<file path="src/rtl/mem_bus_arbiter_pkg.sv">
// Shared definitions for the instruction/data memory bus arbiter.
// Holds the state encodings, the enable constants, the bus widths and the request record.
package mem_bus_arbiter_pkg;

    localparam int ADDR_W = 32;
    localparam int DATA_W = 32;
    localparam int SEL_W  = 4;
    localparam int WAIT_W = 8;

    localparam logic CHIP_ENABLE   = 1'b1;
    localparam logic CHIP_DISABLE  = 1'b0;
    localparam logic WRITE_ENABLE  = 1'b1;
    localparam logic WRITE_DISABLE = 1'b0;

    localparam logic [SEL_W-1:0] SEL_ALL = 4'b1111;

    typedef enum logic [1:0] {
        IDLE   = 2'd0,
        D_BUSY = 2'd1,
        I_BUSY = 2'd2
    } arb_state_t;

    typedef struct packed {
        logic              ce;
        logic              we;
        logic [SEL_W-1:0]  sel;
        logic [ADDR_W-1:0] addr;
        logic [DATA_W-1:0] wdata;
    } bus_req_t;

    // A fetch is always a full-word read with no write data on the bus.
    function automatic bus_req_t fetch_req(input logic [ADDR_W-1:0] addr);
        bus_req_t r;
        r.ce    = CHIP_ENABLE;
        r.we    = WRITE_DISABLE;
        r.sel   = SEL_ALL;
        r.addr  = addr;
        r.wdata = '0;
        return r;
    endfunction

    function automatic bus_req_t data_req(input logic              we,
                                          input logic [SEL_W-1:0]  sel,
                                          input logic [ADDR_W-1:0] addr,
                                          input logic [DATA_W-1:0] wdata);
        bus_req_t r;
        r.ce    = CHIP_ENABLE;
        r.we    = we;
        r.sel   = sel;
        r.addr  = addr;
        r.wdata = wdata;
        return r;
    endfunction

endpackage

</file>
<file path="src/rtl/mem_bus_arbiter_if.sv">
// Bundle of the two requester ports and the shared memory port.
// The master modport is the arbiter's view; slave is the requester/memory side.
interface mem_bus_arbiter_if;
    import mem_bus_arbiter_pkg::*;

    logic              inst_ce_i;
    logic [ADDR_W-1:0] inst_addr_i;
    logic              data_ce_i;
    logic              data_we_i;
    logic [SEL_W-1:0]  data_sel_i;
    logic [ADDR_W-1:0] data_addr_i;
    logic [DATA_W-1:0] data_wdata_i;
    logic              m_ack_i;
    logic [DATA_W-1:0] m_rdata_i;

    logic              m_ce_o;
    logic              m_we_o;
    logic [SEL_W-1:0]  m_sel_o;
    logic [ADDR_W-1:0] m_addr_o;
    logic [DATA_W-1:0] m_wdata_o;
    logic [DATA_W-1:0] inst_data_o;
    logic [DATA_W-1:0] data_rdata_o;
    logic              inst_done_o;
    logic              data_done_o;
    logic              bus_err_o;
    logic              stall_if_o;
    logic              stall_mem_o;

    modport master (
        input  inst_ce_i, inst_addr_i, data_ce_i, data_we_i, data_sel_i,
               data_addr_i, data_wdata_i, m_ack_i, m_rdata_i,
        output m_ce_o, m_we_o, m_sel_o, m_addr_o, m_wdata_o, inst_data_o,
               data_rdata_o, inst_done_o, data_done_o, bus_err_o,
               stall_if_o, stall_mem_o
    );

    modport slave (
        output inst_ce_i, inst_addr_i, data_ce_i, data_we_i, data_sel_i,
               data_addr_i, data_wdata_i, m_ack_i, m_rdata_i,
        input  m_ce_o, m_we_o, m_sel_o, m_addr_o, m_wdata_o, inst_data_o,
               data_rdata_o, inst_done_o, data_done_o, bus_err_o,
               stall_if_o, stall_mem_o
    );

endinterface

</file>
<file path="src/rtl/mem_bus_arbiter_bus_watchdog.sv">
// Wait counter for the arbiter: counts busy cycles without ack and flags
// expiry once TIMEOUT such cycles have already elapsed.
module bus_watchdog
    import mem_bus_arbiter_pkg::*;
#(
    parameter int TIMEOUT = 255
) (
    input  logic clk,
    input  logic rst,
    input  logic clear,
    input  logic enable,
    output logic expired
);

    localparam logic [WAIT_W-1:0] LIMIT = WAIT_W'(TIMEOUT);

    logic [WAIT_W-1:0] count;

    always_ff @(posedge clk) begin
        if (rst || clear) begin
            count <= '0;
        end else if (enable) begin
            count <= count + WAIT_W'(1);
        end
    end

    // Only meaningful while waiting; an ack in the same cycle masks expiry via enable.
    assign expired = enable && (count == LIMIT);

endmodule

</file>
<file path="src/rtl/mem_bus_arbiter.sv">
// Shares one memory port between instruction fetch and MEM-stage load/store,
// data first, with a watchdog that aborts transactions that never get an ack.
module mem_bus_arbiter
    import mem_bus_arbiter_pkg::*;
#(
    parameter int TIMEOUT = 255
) (
    input  logic              clk,
    input  logic              rst,
    mem_bus_arbiter_if.master bus
);

    arb_state_t        state;
    bus_req_t          req_q;
    logic [DATA_W-1:0] inst_data_q;
    logic [DATA_W-1:0] data_rdata_q;
    logic              inst_done_q;
    logic              data_done_q;
    logic              bus_err_q;

    logic launch_data;
    logic launch_inst;
    logic busy;
    logic expired;

    // A port whose done is still high is the request that just finished, so it must not relaunch.
    always_comb begin
        busy        = (state != IDLE);
        launch_data = (state == IDLE) && bus.data_ce_i && !data_done_q;
        launch_inst = (state == IDLE) && !launch_data && bus.inst_ce_i && !inst_done_q;
    end

    bus_watchdog #(.TIMEOUT(TIMEOUT)) u_watchdog (
        .clk     (clk),
        .rst     (rst),
        .clear   (launch_data || launch_inst),
        .enable  (busy && !bus.m_ack_i),
        .expired (expired)
    );

    always_ff @(posedge clk) begin
        if (rst) begin
            state        <= IDLE;
            req_q        <= '0;
            inst_data_q  <= '0;
            data_rdata_q <= '0;
            inst_done_q  <= 1'b0;
            data_done_q  <= 1'b0;
            bus_err_q    <= 1'b0;
        end else begin
            inst_done_q <= 1'b0;
            data_done_q <= 1'b0;
            bus_err_q   <= 1'b0;
            case (state)
                IDLE: begin
                    if (launch_data) begin
                        req_q <= data_req(bus.data_we_i, bus.data_sel_i,
                                          bus.data_addr_i, bus.data_wdata_i);
                        state <= D_BUSY;
                    end else if (launch_inst) begin
                        req_q <= fetch_req(bus.inst_addr_i);
                        state <= I_BUSY;
                    end
                end
                D_BUSY, I_BUSY: begin
                    if (bus.m_ack_i || expired) begin
                        state     <= IDLE;
                        req_q     <= '0;
                        bus_err_q <= !bus.m_ack_i;
                        // An aborted read returns zero; a store never touches the read register.
                        if (state == I_BUSY) begin
                            inst_done_q <= 1'b1;
                            inst_data_q <= bus.m_ack_i ? bus.m_rdata_i : '0;
                        end else begin
                            data_done_q <= 1'b1;
                            if (req_q.we == WRITE_DISABLE) begin
                                data_rdata_q <= bus.m_ack_i ? bus.m_rdata_i : '0;
                            end
                        end
                    end
                end
                default: begin
                    state <= IDLE;
                    req_q <= '0;
                end
            endcase
        end
    end

    assign bus.m_ce_o       = req_q.ce;
    assign bus.m_we_o       = req_q.we;
    assign bus.m_sel_o      = req_q.sel;
    assign bus.m_addr_o     = req_q.addr;
    assign bus.m_wdata_o    = req_q.wdata;
    assign bus.inst_data_o  = inst_data_q;
    assign bus.data_rdata_o = data_rdata_q;
    assign bus.inst_done_o  = inst_done_q;
    assign bus.data_done_o  = data_done_q;
    assign bus.bus_err_o    = bus_err_q;

    // Stalls release in the done cycle so the pipeline advances on the next edge.
    assign bus.stall_mem_o = bus.data_ce_i && !data_done_q;
    assign bus.stall_if_o  = bus.inst_ce_i && !inst_done_q;

endmodule

</file>
<file path="src/flat_wrapper.sv">
// flat-port wrapper written by rule: the top's interface ports become plain ports
module mem_bus_arbiter_flat import mem_bus_arbiter_pkg::*;
#(
    parameter int TIMEOUT = 255
)
  (clk, rst, bus_inst_ce_i, bus_inst_addr_i, bus_data_ce_i, bus_data_we_i, bus_data_sel_i, bus_data_addr_i, bus_data_wdata_i, bus_m_ack_i, bus_m_rdata_i, bus_m_ce_o, bus_m_we_o, bus_m_sel_o, bus_m_addr_o, bus_m_wdata_o, bus_inst_data_o, bus_data_rdata_o, bus_inst_done_o, bus_data_done_o, bus_bus_err_o, bus_stall_if_o, bus_stall_mem_o);
  mem_bus_arbiter_if bus_i ();
  input  logic clk;
  input  logic rst;
  input wire logic [$bits(bus_i.inst_ce_i)-1:0] bus_inst_ce_i;
  input wire logic [$bits(bus_i.inst_addr_i)-1:0] bus_inst_addr_i;
  input wire logic [$bits(bus_i.data_ce_i)-1:0] bus_data_ce_i;
  input wire logic [$bits(bus_i.data_we_i)-1:0] bus_data_we_i;
  input wire logic [$bits(bus_i.data_sel_i)-1:0] bus_data_sel_i;
  input wire logic [$bits(bus_i.data_addr_i)-1:0] bus_data_addr_i;
  input wire logic [$bits(bus_i.data_wdata_i)-1:0] bus_data_wdata_i;
  input wire logic [$bits(bus_i.m_ack_i)-1:0] bus_m_ack_i;
  input wire logic [$bits(bus_i.m_rdata_i)-1:0] bus_m_rdata_i;
  output wire logic [$bits(bus_i.m_ce_o)-1:0] bus_m_ce_o;
  output wire logic [$bits(bus_i.m_we_o)-1:0] bus_m_we_o;
  output wire logic [$bits(bus_i.m_sel_o)-1:0] bus_m_sel_o;
  output wire logic [$bits(bus_i.m_addr_o)-1:0] bus_m_addr_o;
  output wire logic [$bits(bus_i.m_wdata_o)-1:0] bus_m_wdata_o;
  output wire logic [$bits(bus_i.inst_data_o)-1:0] bus_inst_data_o;
  output wire logic [$bits(bus_i.data_rdata_o)-1:0] bus_data_rdata_o;
  output wire logic [$bits(bus_i.inst_done_o)-1:0] bus_inst_done_o;
  output wire logic [$bits(bus_i.data_done_o)-1:0] bus_data_done_o;
  output wire logic [$bits(bus_i.bus_err_o)-1:0] bus_bus_err_o;
  output wire logic [$bits(bus_i.stall_if_o)-1:0] bus_stall_if_o;
  output wire logic [$bits(bus_i.stall_mem_o)-1:0] bus_stall_mem_o;
  assign bus_i.inst_ce_i = bus_inst_ce_i;
  assign bus_i.inst_addr_i = bus_inst_addr_i;
  assign bus_i.data_ce_i = bus_data_ce_i;
  assign bus_i.data_we_i = bus_data_we_i;
  assign bus_i.data_sel_i = bus_data_sel_i;
  assign bus_i.data_addr_i = bus_data_addr_i;
  assign bus_i.data_wdata_i = bus_data_wdata_i;
  assign bus_i.m_ack_i = bus_m_ack_i;
  assign bus_i.m_rdata_i = bus_m_rdata_i;
  assign bus_m_ce_o = bus_i.m_ce_o;
  assign bus_m_we_o = bus_i.m_we_o;
  assign bus_m_sel_o = bus_i.m_sel_o;
  assign bus_m_addr_o = bus_i.m_addr_o;
  assign bus_m_wdata_o = bus_i.m_wdata_o;
  assign bus_inst_data_o = bus_i.inst_data_o;
  assign bus_data_rdata_o = bus_i.data_rdata_o;
  assign bus_inst_done_o = bus_i.inst_done_o;
  assign bus_data_done_o = bus_i.data_done_o;
  assign bus_bus_err_o = bus_i.bus_err_o;
  assign bus_stall_if_o = bus_i.stall_if_o;
  assign bus_stall_mem_o = bus_i.stall_mem_o;
  mem_bus_arbiter #(.TIMEOUT(TIMEOUT)) u_core (.clk(clk), .rst(rst), .bus(bus_i));
endmodule
</file>
<file path="config.mk">
export PLATFORM = sky130hd
export DESIGN_NAME = mem_bus_arbiter_flat
export DESIGN_NICKNAME = d
export VERILOG_FILES = /design/src/rtl/mem_bus_arbiter_pkg.sv /design/src/rtl/mem_bus_arbiter_if.sv /design/src/rtl/mem_bus_arbiter_bus_watchdog.sv /design/src/rtl/mem_bus_arbiter.sv /design/src/flat_wrapper.sv
export SDC_FILE = /design/constraint.sdc
export NUM_CORES = 1
export LEC_CHECK = 0
export BUFFER_PORTS_ARGS = -buffer_cell sky130_fd_sc_hd__buf_2
export CAP_MARGIN = 20
export CORE_MARGIN = 4
export CORE_UTILIZATION = 35
export CTS_CLUSTER_DIAMETER = 200
export DETAILED_ROUTE_END_ITERATION = 12
export GPL_TIMING_DRIVEN = 1
export PLACE_DENSITY = 0.76
export SYNTH_ARGS = -nofsm -noshare
export SYNTH_HDL_FRONTEND = slang
export SYNTH_SLANG_ARGS = --single-unit
</file>
<file path="constraint.sdc">
create_clock -name clk -period 1.7 [get_ports clk]
set_input_delay 0.085 -clock clk [delete_from_list [all_inputs] [get_ports clk]]
set_output_delay 0.085 -clock clk [all_outputs]
set_load 0.05 [all_outputs]
</file>
### Word level (Yosys, flattened, before mapping)

Cells that the tools add are included.
W data, S select, Z words.

* register bits: 147
* bits in latches: 0
* bits in writable memories: 0
* bits in read-only memories: 0
* input port bits: 138
* output and inout bits: 139
* word-level logic and storage cells: 56
* memories kept: 0

* add/subtract/negate cells: 1
* multiply operators: 0
* divide/modulo/power cells: 0
* order comparisons: 0
* equality and inequality tests: 5
* shift operators: 0
* muxes and demuxes: 11
* bitwise gates (word level): 4
* reduce and logical (&&, ||, !) cells: 23

Operator list (number)
* $mux W70: 3
* $pmux W70 S2: 1
* $mux W32: 1
* $logic_and A1 B1 Y1: 9
* $add A8 B1 Y8 const B: 1
* $eq A8 B8 Y1 const B: 1
* $mux W2: 3
* $logic_not A1 Y1: 4
* $not A1 Y1: 4
* $pmux W2 S2: 1
* $reduce_and A4 Y1: 1
* $logic_or A1 B1 Y1: 3
* $ne A3 B1 Y1 const B: 1
* $reduce_and A3 Y1: 1
* $reduce_or A3 Y1: 1
* $eq A2 B1 Y1 const B: 1
* $eq A2 B2 Y1 const B: 1
* $logic_not A2 Y1: 1
* $mux W1: 2
* $ne A2 B1 Y1 const B: 1
* $reduce_and A2 Y1: 1
* $reduce_bool A2 Y1: 1
* $reduce_or A2 Y1: 1

### Depth between registers and ports, before layout

Gate-level depths: netlist of run 1.

* depth after elaboration: 10
* mapped depth: 9
* gate-level depth less buffers: 6

### Hierarchy

Synthesis of run 1 repeated with hierarchy kept, for this count alone.

* cell total of the unflattened synthesis: 528
* area, all modules: 5808.1 um^2

Modules (own cells, without submodules)
* mem_bus_arbiter: instances 1, cells an instance 488, area an instance 5454.0 um^2, seq. area each 2782.7 um^2
* bus_watchdog: instances 1, cells an instance 40, area an instance 354.1 um^2, seq. area each 160.2 um^2

### Worst setup path before layout of run 1

OpenSTA, ideal clock, no wires.

* path kind: register -> register
* from: register u_core.data_done_q (netlist: u_core.bus.data_done_o)
* to: register u_core.req_q, in the netlist u_core.bus.m_addr_o[10]
* library setup time: 132 ps
* arrival: 1805 ps
* data required time: 1568 ps
* setup slack: -238 ps
* cell stages (with the launch flop): 8
* path buffers: 2
* clock period less this slack: 1938 ps
* cells stage by stage: dfxtp_1 > nand2b_1 > clkbuf_2 > clkinv_1 > buf_2 > mux2_2 > nand4_1 > a21oi_1

* cells in the longest elaborated chain, start to end: 8
* elaborated cells between the ends (all ways): 10
* classes of those cells: eq/ne (1); mux (2); reduce/logical (7)

Ends and longest elaborated chain
* from (decl): RTL line mem_bus_arbiter.sv:18 `logic data_done_q;`
* from (signal assigned): RTL line mem_bus_arbiter.sv:48 `data_done_q <= 1'b0;`
* from (signal assigned): RTL line mem_bus_arbiter.sv:52 `data_done_q <= 1'b0;`
* from (signal assigned): RTL line mem_bus_arbiter.sv:75 `data_done_q <= 1'b1;`
* $logic_not A1 Y1 *: RTL line mem_bus_arbiter.sv:29 `launch_data = (state == IDLE) && bus.data_ce_i && !data_done_q;`
* $logic_and A1 B1 Y1 *: RTL line mem_bus_arbiter.sv:29
* $logic_not A1 Y1: RTL line mem_bus_arbiter.sv:30 `launch_inst = (state == IDLE) && !launch_data && bus.inst_ce_i && !inst_done_q;`
* $logic_and A1 B1 Y1 (3 in a row): RTL line mem_bus_arbiter.sv:30
* $ne A3 B1 Y1 (no line)
* $reduce_and A2 Y1 (no line)
* to (signal assigned): RTL line mem_bus_arbiter.sv:57 `req_q <= data_req(bus.data_we_i, bus.data_sel_i,`
* to (signal assigned): RTL line mem_bus_arbiter.sv:61 `req_q <= fetch_req(bus.inst_addr_i);`
* to (decl): RTL line mem_bus_arbiter.sv:14 `bus_req_t req_q;`

Mark *: on every way between the ends. The rest lies on a longest branch, timed or not.
A chain may end at the register's enable or synchronous reset.

### Final worst setup path of run 1

* from: register u_core.state[0]
* to: register u_core.data_rdata_q[15] (netlist: u_core.bus.data_rdata_o[15])

* cells in the longest elaborated chain, start to end: 5
* elaborated cells between the ends (all ways): 9
* classes of those cells: eq/ne (2); bitwise (1); reduce/logical (6)

Ends and longest elaborated chain
* from (decl): RTL line mem_bus_arbiter.sv:13 `arb_state_t state;`
* from (signal assigned): RTL line mem_bus_arbiter.sv:43 `state <= IDLE;`
* from (signal assigned): RTL line mem_bus_arbiter.sv:59 `state <= D_BUSY;`
* from (signal assigned): RTL line mem_bus_arbiter.sv:62 `state <= I_BUSY;`
* $reduce_bool A2 Y1: RTL line mem_bus_arbiter.sv:28 `busy = (state != IDLE);`
* $logic_and A1 B1 Y1: RTL line mem_bus_arbiter.sv:37 `.enable (busy && !bus.m_ack_i),`
* $logic_and A1 B1 Y1: RTL line mem_bus_arbiter_bus_watchdog.sv:28 `assign expired = enable && (count == LIMIT);`
* $logic_or A1 B1 Y1: RTL line mem_bus_arbiter.sv:66 `if (bus.m_ack_i || expired) begin`
* $reduce_and A4 Y1 (no line) *
* to (signal assigned): RTL line mem_bus_arbiter.sv:77 `data_rdata_q <= bus.m_ack_i ? bus.m_rdata_i : '0;`
* to (decl): RTL line mem_bus_arbiter.sv:16 `logic [DATA_W-1:0] data_rdata_q;`

Marked as above.

==> impl_metrics.ini, run 1 <==
[sta]
drv_slew = 0
fin_crit_sh_pct = 105
setup_viol = 45
rsz0062_at_grt = true
maxSlewHeadroom_pct = 60.2
fmax_ghz = 0.560
finalWorstSetupSlack_ns = -0.0865
period_minus_slack_ns = 1.79
whs_ns = 0.0656
fin_worst_skew_ns = 0.0102
setup_tns_ns = -1.76
hold_violations = 0
worst_pin_slew_ns = 0.596

[placement]
dp_hpwl_mm = 12.4
port_buffers = 276
gp_congestion = 0.762

[finish]
area_delta_synth_final_pct = 63.9
drive_above_1_share_pct = 45.9
finalNetCount = 1073
fin_util_pct = 58.8
layout_common_cells = buf_2 (276), dfxtp_1 (144), dlygate4sd3_1 (70), a21oi_1 (67), a22o_1 (65)
num_antenna_cells = 0
final_common_cell = buf_2

[die]
initial_utilization_pct = 35.9
core_um2 = 15900
ios = 277
die_h_um = 136
rows = 46
dieWidth_um = 136
die_area_um2 = 18400

[logic_synthesis]
post_synth.cell_area_avg_um2 = 10.0
yosys_warnings = 0
synth_area_um2 = 5720
syn-instance-count = 570
yosysUniqueCellTypes = 32
netlist_top_cells_area = dfxtp_1 (51%), a22o_1 (10%), a21oi_1 (6.5%), mux2_2 (6.3%), a311oi_1 (4.9%)
synth_nets = 712
ys_ff_latch = 147
seq_area_frac_synth_pct = 51.5
yosysTopAreaCell = dfxtp_1
synth_top_area_share_pct = 51.5

[global_route]
grt_max_degree = 48
grt_pass1_wl_mm = 29.6
grtUsageTotal_pct = 20.2
first_global_vias = 5893
antenna_found_initial = 0
grt.overflow.total = 0

[setup_path]
crit_arrival_ns = 2.09
start_kind = flop
cp_cell_sequence = inv_2 -> buf_4 -> ha_4 -> nor2_4 -> and3_4 -> buf_12 -> clkbuf_16 -> nand2_1 -> a311oi_1
cp-end-kind = flop
path_max_fanout = 7
path_buf_inv = 4
crit_family = buffers and inverters
cp_slowest_cell = dfxtp_2
rr_worst_depth = 9
crit_required_ns = 2.01
critical_path.max_stage_delay_ns = 0.34
critPathKind = reg2reg
cp.depth = 9

[drt]
antenna_left = 0
routed_wl_mm = 21.1
dr.pass1.iters = 4
viasPerCell = 5.22
vias = 6052
drcViolationCount = 0
drt_iter0_markers = 203
wl_per_cell_um = 18.2

[min_path]
min_path_type = in2reg
min_delay_path_depth = 2

[clocking]
cts_tree = built
cts_inserted_buffers = 17
cts_sinks = 147
htree_levels = 4
clk_latency_ns = 0.42
clock_path_buffers = 2
cts_root_buf = clkbuf_16
path_clk_slew_ns = 0.06

[power]
p_leak_nw = 4.21
peakVddDrop_v = 0.000927
power_density_nw_per_um2 = 1380

[run_status]
status = finished, violations left
violations = negative setup slack

[run]
cap_violations = 0
-- metal layers --
metal / wire length, um / vias up / track usage (%)
li1: - / 2877 / -
met1: 8320 / 2861 / 22.8
met4: 514 / 0 / 7.56
met2: 10600 / 268 / 35.6
met5: 0 / - / 0
met3: 1670 / 46 / 6.28
-- where the power goes --
part	leakage, nW	internal (mW)	switching, mW
Sequential	1.20	3.88	0.219
Clock	0.314	2.64	1.45
Combinational	2.70	1.67	3.10
-- sequential cells by signal, indices dropped and copies added, names as in the netlist, 2 cells and up --
register	count
u_core.bus.m_addr_o	32
u_core.bus.data_rdata_o	32
u_core.state	2
u_core.bus.m_sel_o	4
u_core.bus.m_wdata_o	32
u_core.bus.inst_data_o	32
u_core.u_watchdog.count	8
-- cell type report --
type                    instances  area, um2
clock buffers                  22        494
fillers                      1342       6570
well taps                     216        270
flip-flops and latches        147       2950
clock inverters                 9        150
repair buffers                399       2820
inverters                       4       15.0
multi-input cells             362       2680
-- cells by family (layout without fill, tap and decap cells) --
kind of cell | Yosys count | count (layout) | synth area share (%)
buffers and inverters | 61 | 434 | 4.97
DFF | 147 | 147 | 51.5
xor gates and xnor gates | 7 | 7 | 1.07
AOI/OAI and AO/OA | 213 | 213 | 25.5
muxes | 32 | 32 | 6.30
adders and majority gates | 4 | 4 | 0.876
and+or+nand+nor | 106 | 106 | 9.81
-- metrics by stage --
stage	instances	total power, mW	setup WS (ns)	instance area (um2)
final	1159	13.0	-0.0865	9370
after global routing	1159	13.5	-0.150	9370
after CTS	1140	12.4	-0.0861	8870
after detailed placement	1038	8.13	-0.0652	7470
after global placement	1038	8.08	-0.0214	7470
after floorplan	570	7.00	-0.153	5740
-- final timing paths --
path | startpoint | end | slack, ns
max reg2reg | u_core.state[0] | u_core.bus.data_rdata_o[15] | -0.09
max | u_core.state[0] | u_core.bus.data_rdata_o[15] | -0.09
min | rst | u_core.bus.m_sel_o[2] | 0.07
min reg2reg | u_core.state[0] | u_core.state[0] | 0.46
-- synth_stat cells --
master and n:
nand4b_4 1, nor2b_1 1, and2_1 1, a21o_1 2
buf_6 4, xnor2_1 1, nand3_1 1, inv_1 3
and3_1 4, xor2_1 6, a211oi_1 4, clkinv_1 1
nand4_1 37, clkbuf_2 1, nand2_1 42, ha_1 4
clkbuf_1 33, nor3b_1 1, nand2b_1 2, buf_2 19
dfxtp_1 147, a21oi_1 74, mux2_2 32, o21ai_1 1
a22o_1 65, a311oi_1 32, o21ai_0 33, nor2_1 11
o21bai_1 1, nor4b_4 1, nor3_1 4, o21a_4 1
-- what timing repair did --
| action | CTS | global route |
|---|---|---|
| gates resized for setup | 7 | 37 |
| pin swaps | 2 | 29 |
| cloned | 1 | 13 |
| hold endpoints to repair | 102 | 0 |
| hold buffers | 70 | 0 |
| setup buffers | 0 | 6 |
| setup endpoints to repair | 68 | 140 |
No activity file was read; power rests on OpenSTA's default activity.
==> run 2: changes to the inputs <==
--- a/config.mk
+++ b/config.mk
@@ -5,6 +5,7 @@
 export SDC_FILE = /design/constraint.sdc
 export NUM_CORES = 1
 export LEC_CHECK = 0
+export ABC_AREA = 1
 export BUFFER_PORTS_ARGS = -buffer_cell sky130_fd_sc_hd__buf_2
 export CAP_MARGIN = 20
 export CORE_MARGIN = 4
@@ -12,7 +13,7 @@
 export CTS_CLUSTER_DIAMETER = 200
 export DETAILED_ROUTE_END_ITERATION = 12
 export GPL_TIMING_DRIVEN = 1
-export PLACE_DENSITY = 0.76
+export PLACE_DENSITY = 0.73
 export SYNTH_ARGS = -nofsm -noshare
 export SYNTH_HDL_FRONTEND = slang
 export SYNTH_SLANG_ARGS = --single-unit
==> impl_metrics.ini, run 2 <==
[sta]
maxSlewHeadroom_pct = 72.8
fmax_ghz = 0.618
setup_viol = 0
drv_slew = 0
finalWorstSetupSlack_ns = 0.0812
setup_tns_ns = 0
worst_pin_slew_ns = 0.408
hold_violations = 0
rsz0062_at_grt = true
fin_crit_sh_pct = 95.2
fin_worst_skew_ns = 0.00879
period_minus_slack_ns = 1.62

[power]
p_sw_mw = 6.12
peakVddDrop_v = 0.000703
p_seq_share_pct = 30.7
power.share.switching_pct = 43.3
intPower_mw = 8.00
power.share.combinational_pct = 43.2
power_mw = 14.1
pwr-share-clk_pct = 26.1
power_density_nw_per_um2 = 1470
p_leak_nw = 5.30

[clocking]
cts_root_buf = clkbuf_16
cts_inserted_buffers = 17
htree_levels = 4
path_clk_slew_ns = 0.06
clock_path_buffers = 2
cts_tree = built
clk_latency_ns = 0.41
cts_sinks = 147

[die]
rows = 51
ios = 277
dieWidth_um = 149
core_um2 = 19500
initial_utilization_pct = 35.5
die_h_um = 149
die_area_um2 = 22100

[global_route]
grtUsageTotal_pct = 18.3
antenna_found_initial = 0
grt_pass1_wl_mm = 33.1
grt_max_degree = 59
grt.overflow.total = 0
first_global_vias = 6799

[logic_synthesis]
yosysUniqueCellTypes = 26
synth.most_common_cell = nand2_1
async_flop_share_pct = 0
post_synth.cell_area_avg_um2 = 6.50
yosys_warnings = 0
synth_area_um2 = 6920
synth_top_area_share_pct = 42.5
seq_area_frac_synth_pct = 42.5
netlist_top_cells_area = dfxtp_1 (43%), nand2_1 (19%), nor2_1 (11%), inv_1 (5.8%), nand3_1 (4.7%)
synthFlopType = dfxtp_1
yosysTopAreaCell = dfxtp_1
synth_edf_count = 0
ys_ff_latch = 147
syn-instance-count = 1064
synthTopCellsByCount = nand2_1 (356), nor2_1 (194), dfxtp_1 (147)
synth_nets = 1206

[drt]
drt_iter0_markers = 279
dr.pass1.iters = 4
routed_wl_mm = 22.0
vias = 7264
viasPerCell = 4.48
drcViolationCount = 0
antenna_left = 0
wl_per_cell_um = 13.6

[placement]
placed_area_um2 = 8600
gp_congestion = 0.803
port_buffers = 276
dp_hpwl_mm = 14.7
dp_slack_ns = 0.00852

[setup_path]
cp-end-kind = flop
path_max_fanout = 14
worstSetupStartpoint = u_core.state[0]
crit_required_ns = 2.01
critPathKind = reg2reg
crit_arrival_ns = 1.93
start_kind = flop
reg2reg_from = u_core.state[0]

[finish]
fillCellCount = 1939
fin_util_pct = 49.3
layout_common_cells = nand2_1 (352), buf_2 (276), nor2_1 (189), dfxtp_1 (143), inv_1 (105)
drive_above_1_share_pct = 28.8
area_delta_synth_final_pct = 38.7
num_antenna_cells = 0
finalNetCount = 1484
postLayoutCellArea_um2 = 9600
final_common_cell = nand2_1

[min_path]
min_from = bus_m_rdata_i[26]
min_path_type = in2reg

[run]
cap_violations = 0

[run_status]
status = finished clean
## run 2: metal layers
layer | vias to the layer above | GRT usage (%) | wire length [um]
li1 | 3770 | - | -
met1 | 3214 | 22.8 | 9130
met4 | 0 | 3.93 | 127
met5 | - | 0 | 0
met3 | 8 | 6.98 | 2240
met2 | 272 | 30.1 | 10500
## run 2: cell type report
class,instances,area [um2],area share [%]
sequential,147,2950,30.7
inverter,110,419,4.37
multi-input combinational,739,3290,34.3
clock inverter,11,130,1.36
timing repair buffer,327,2030,21.2
tap,265,332,3.46
clock buffer,21,440,4.59
## run 2: critical path: stages (launching register included)
cell	delay, ns
dfxtp_2	0.33
inv_2	0.05
ha_4	0.17
inv_4	0.08
nand2_4	0.05
nor2_4	0.09
nand2_4	0.07
nand2_4	0.09
nand3_4	0.18
buf_6	0.24
nor2_2	0.09
nor2_1	0.05
## run 2: cells by family (layout without fill, tap and decap cells)
group	after synthesis	in the layout	synth area share, %
AND/OR/NAND/NOR	690	690	42.2
buffers and inverters	178	469	11.2
flip-flops	147	147	42.5
AO/OA/AOI/OAI	44	44	3.18
adder cells (fa/ha/maj)	4	4	0.724
XOR/XNOR	1	1	0.127
## run 2: worst paths after layout
kind              cells after the start                     endpoint  slack, ns
setup / recovery                     11   u_core.bus.data_rdata_o[9]       0.08
hold / removal                        5  u_core.bus.data_rdata_o[26]       0.02
hold reg to reg                       2   u_core.bus.inst_data_o[29]       0.46
setup reg to reg                     11   u_core.bus.data_rdata_o[9]       0.08
## run 2: repair_timing
| item | CTS | global route |
|---|---|---|
| gates resized for setup | 1 | 25 |
| endpoints found under the setup margin | 3 | 104 |
| cloned | 0 | 8 |
| hold buffers | 16 | 0 |
| pin swaps | 0 | 6 |
| hold endpoints to repair | 17 | 0 |
| buffers inserted | 0 | 2 |
## run 2: per-stage QoR
step / hold WS (ns) / cells
after floorplan: 0.253 / 1064
after global placement: 0.376 / 1562
after detailed placement: 0.382 / 1562
after CTS: 0.0000539 / 1610
after global routing: 0.00969 / 1620
final: 0.0197 / 1620
## run 2: power by group through the flow
stage / sequential [mW] / combinational [mW] / clock (mW)
2_1_floorplan: 6.41 / 2.30 / 0
3_3_place_gp: 4.39 / 5.70 / 0
3_5_place_dp: 4.41 / 5.77 / 0
4_1_cts: 4.34 / 5.82 / 3.79
5_1_grt: 4.42 / 6.63 / 3.97
6_report: 4.34 / 6.10 / 3.68
==> run 3: changes to the inputs <==
--- a/config.mk
+++ b/config.mk
@@ -13,7 +13,7 @@
 export CTS_CLUSTER_DIAMETER = 200
 export DETAILED_ROUTE_END_ITERATION = 12
 export GPL_TIMING_DRIVEN = 1
-export PLACE_DENSITY = 0.73
+export PLACE_DENSITY = 0.71
 export SYNTH_ARGS = -nofsm -noshare
 export SYNTH_HDL_FRONTEND = slang
 export SYNTH_SLANG_ARGS = --single-unit
==> constraint.sdc (replaced) <==
create_clock -name clk -period 2 [get_ports clk]
set_input_delay 0.1 -clock clk [delete_from_list [all_inputs] [get_ports clk]]
set_output_delay 0.1 -clock clk [all_outputs]
set_load 0.05 [all_outputs]
==> impl_metrics.ini, run 3 (same netlist as run 2, synthesis figures left out) <==
[global_route]
grt_max_degree = 59
busiest_layer = met2
grtUsageMet2_pct = 30.3
grt.overflow.total = 0
grtUsageTotal_pct = 18.2
use_met3_pct = 7.16
antenna_found_initial = 0
first_global_vias = 6615
grt_pass1_wl_mm = 32.7
met1_usage_pct = 22.3

[run]
cap_violations = 0

[sta]
fmax_ghz = 0.589
drv_slew = 0
fin_crit_sh_pct = 84.9
worst_pin_slew_ns = 0.426
hold_violations = 0
setup_viol = 0
setup_tns_ns = 0
period_minus_slack_ns = 1.70
rsz0062_at_grt = false
maxSlewHeadroom_pct = 71.6
whs_ns = 0.0292
fin_worst_skew_ns = 0.00794

[die]
initial_utilization_pct = 35.5
rows = 51
die_h_um = 149
dieWidth_um = 149
ios = 277
core_um2 = 19500
die_area_um2 = 22100

[clocking]
cts_tree = built
path_clk_slew_ns = 0.06
cts_sinks = 147
post_cts_resized = 0
cts_inserted_buffers = 17
clk_latency_ns = 0.41
cts_setup_buffers = 0
clock_path_buffers = 2
cts_root_buf = clkbuf_16
htree_levels = 4

[drt]
drcViolationCount = 0
drt_iter0_markers = 251
antenna_left = 0
viasPerCell = 4.44
vias = 7089
wl_per_cell_um = 12.9
dr.pass1.iters = 5
routed_wl_mm = 20.6

[min_path]
min_path_type = in2reg
min_delay_path_depth = 5

[setup_path]
cp-end-kind = flop
start_kind = flop
critPathKind = reg2reg
rr_worst_depth = 9
path_max_fanout = 33
crit_arrival_ns = 2.00
crit_required_ns = 2.31

[run_status]
status = finished clean

[finish]
drive_above_1_share_pct = 27.3
area_delta_synth_final_pct = 33.5
layout_common_cells = nand2_1 (356), buf_2 (276), nor2_1 (193), dfxtp_1 (147), inv_1 (107)
finalNetCount = 1460
final_common_cell = nand2_1

[placement]
dp_hpwl_mm = 14.5
gp_congestion = 0.836
port_buffers = 276

[power]
p_leak_nw = 5.16
peakVddDrop_v = 0.000672
power_density_nw_per_um2 = 1290
run 3: cell types whose count changed in the layout (fill, tap and decap cells not counted), sizes merged:
cell / delta
clkinv: +1
bufinv: +1
inv: +2
dlygate4sd3: -10
clkbuf: -6
diode: +1
buf: -9
clkinvlp: -3
run 3: through the flow:
| stage | instances | util [%] | cell area, um2 | setup slack (ns) | power, mW |
|---|---|---|---|---|---|
| after floorplan | 1064 | - | 6920 | 0.312 | 7.40 |
| after global placement | 1558 | 43.9 | 8540 | 0.344 | 8.53 |
| after detailed placement | 1558 | 43.9 | 8540 | 0.312 | 8.57 |
| after CTS | 1596 | 47.4 | 9230 | 0.291 | 12.0 |
| after global routing | 1596 | 47.4 | 9230 | 0.140 | 12.6 |
| final | 1597 | 47.4 | 9230 | 0.302 | 11.9 |
run 3: what timing repair did:
item,CTS,global route
hold endpoints to repair,6,0
hold buffers,6,0
setup endpoints to repair,0,0
run 3: power breakdown:
group / internal (mW) / leakage (nW) / switching [mW]
clock network: 2.06 / 0.304 / 1.32
logic: 1.29 / 3.65 / 3.52
registers: 3.44 / 1.20 / 0.251
run 3: metal layers:
metal	up-vias	share of wire (%)	wire length, um
met1	3074	42	8640
li1	3711	-	-
met2	289	46	9430
met3	15	11	2300
met5	-	0	0
met4	0	0.96	197
run 3: layout make-up:
cell class / instances / area, um2
fillers: 1966 / 10200
multi-input cells: 739 / 3210
flip-flops and latches: 147 / 2940
repair buffers: 303 / 1700
clock buffers: 20 / 457
inverters: 110 / 417
well taps: 265 / 332
clock inverters: 12 / 170
diodes: 1 / 2.50
run 3: path summary, 6_finish.rpt:
check	from	to	slack (ns)
max	u_core.state[0]	u_core.bus.m_sel_o[3]	0.30
min	bus_m_rdata_i[31]	u_core.bus.data_rdata_o[31]	0.03
max reg2reg	u_core.state[0]	u_core.bus.m_sel_o[3]	0.30
min reg2reg	u_core.bus.inst_data_o[17]	u_core.bus.inst_data_o[17]	0.46
run 3: critical path, stage by stage, from the launching register on:
cell and delay [ns]:
dfxtp_1 0.31, inv_1 0.10, ha_2 0.20, buf_4 0.21
nand3_2 0.13, nand2_2 0.12, buf_4 0.31, nand2_1 0.08
nand2_1 0.07, nor2_1 0.05
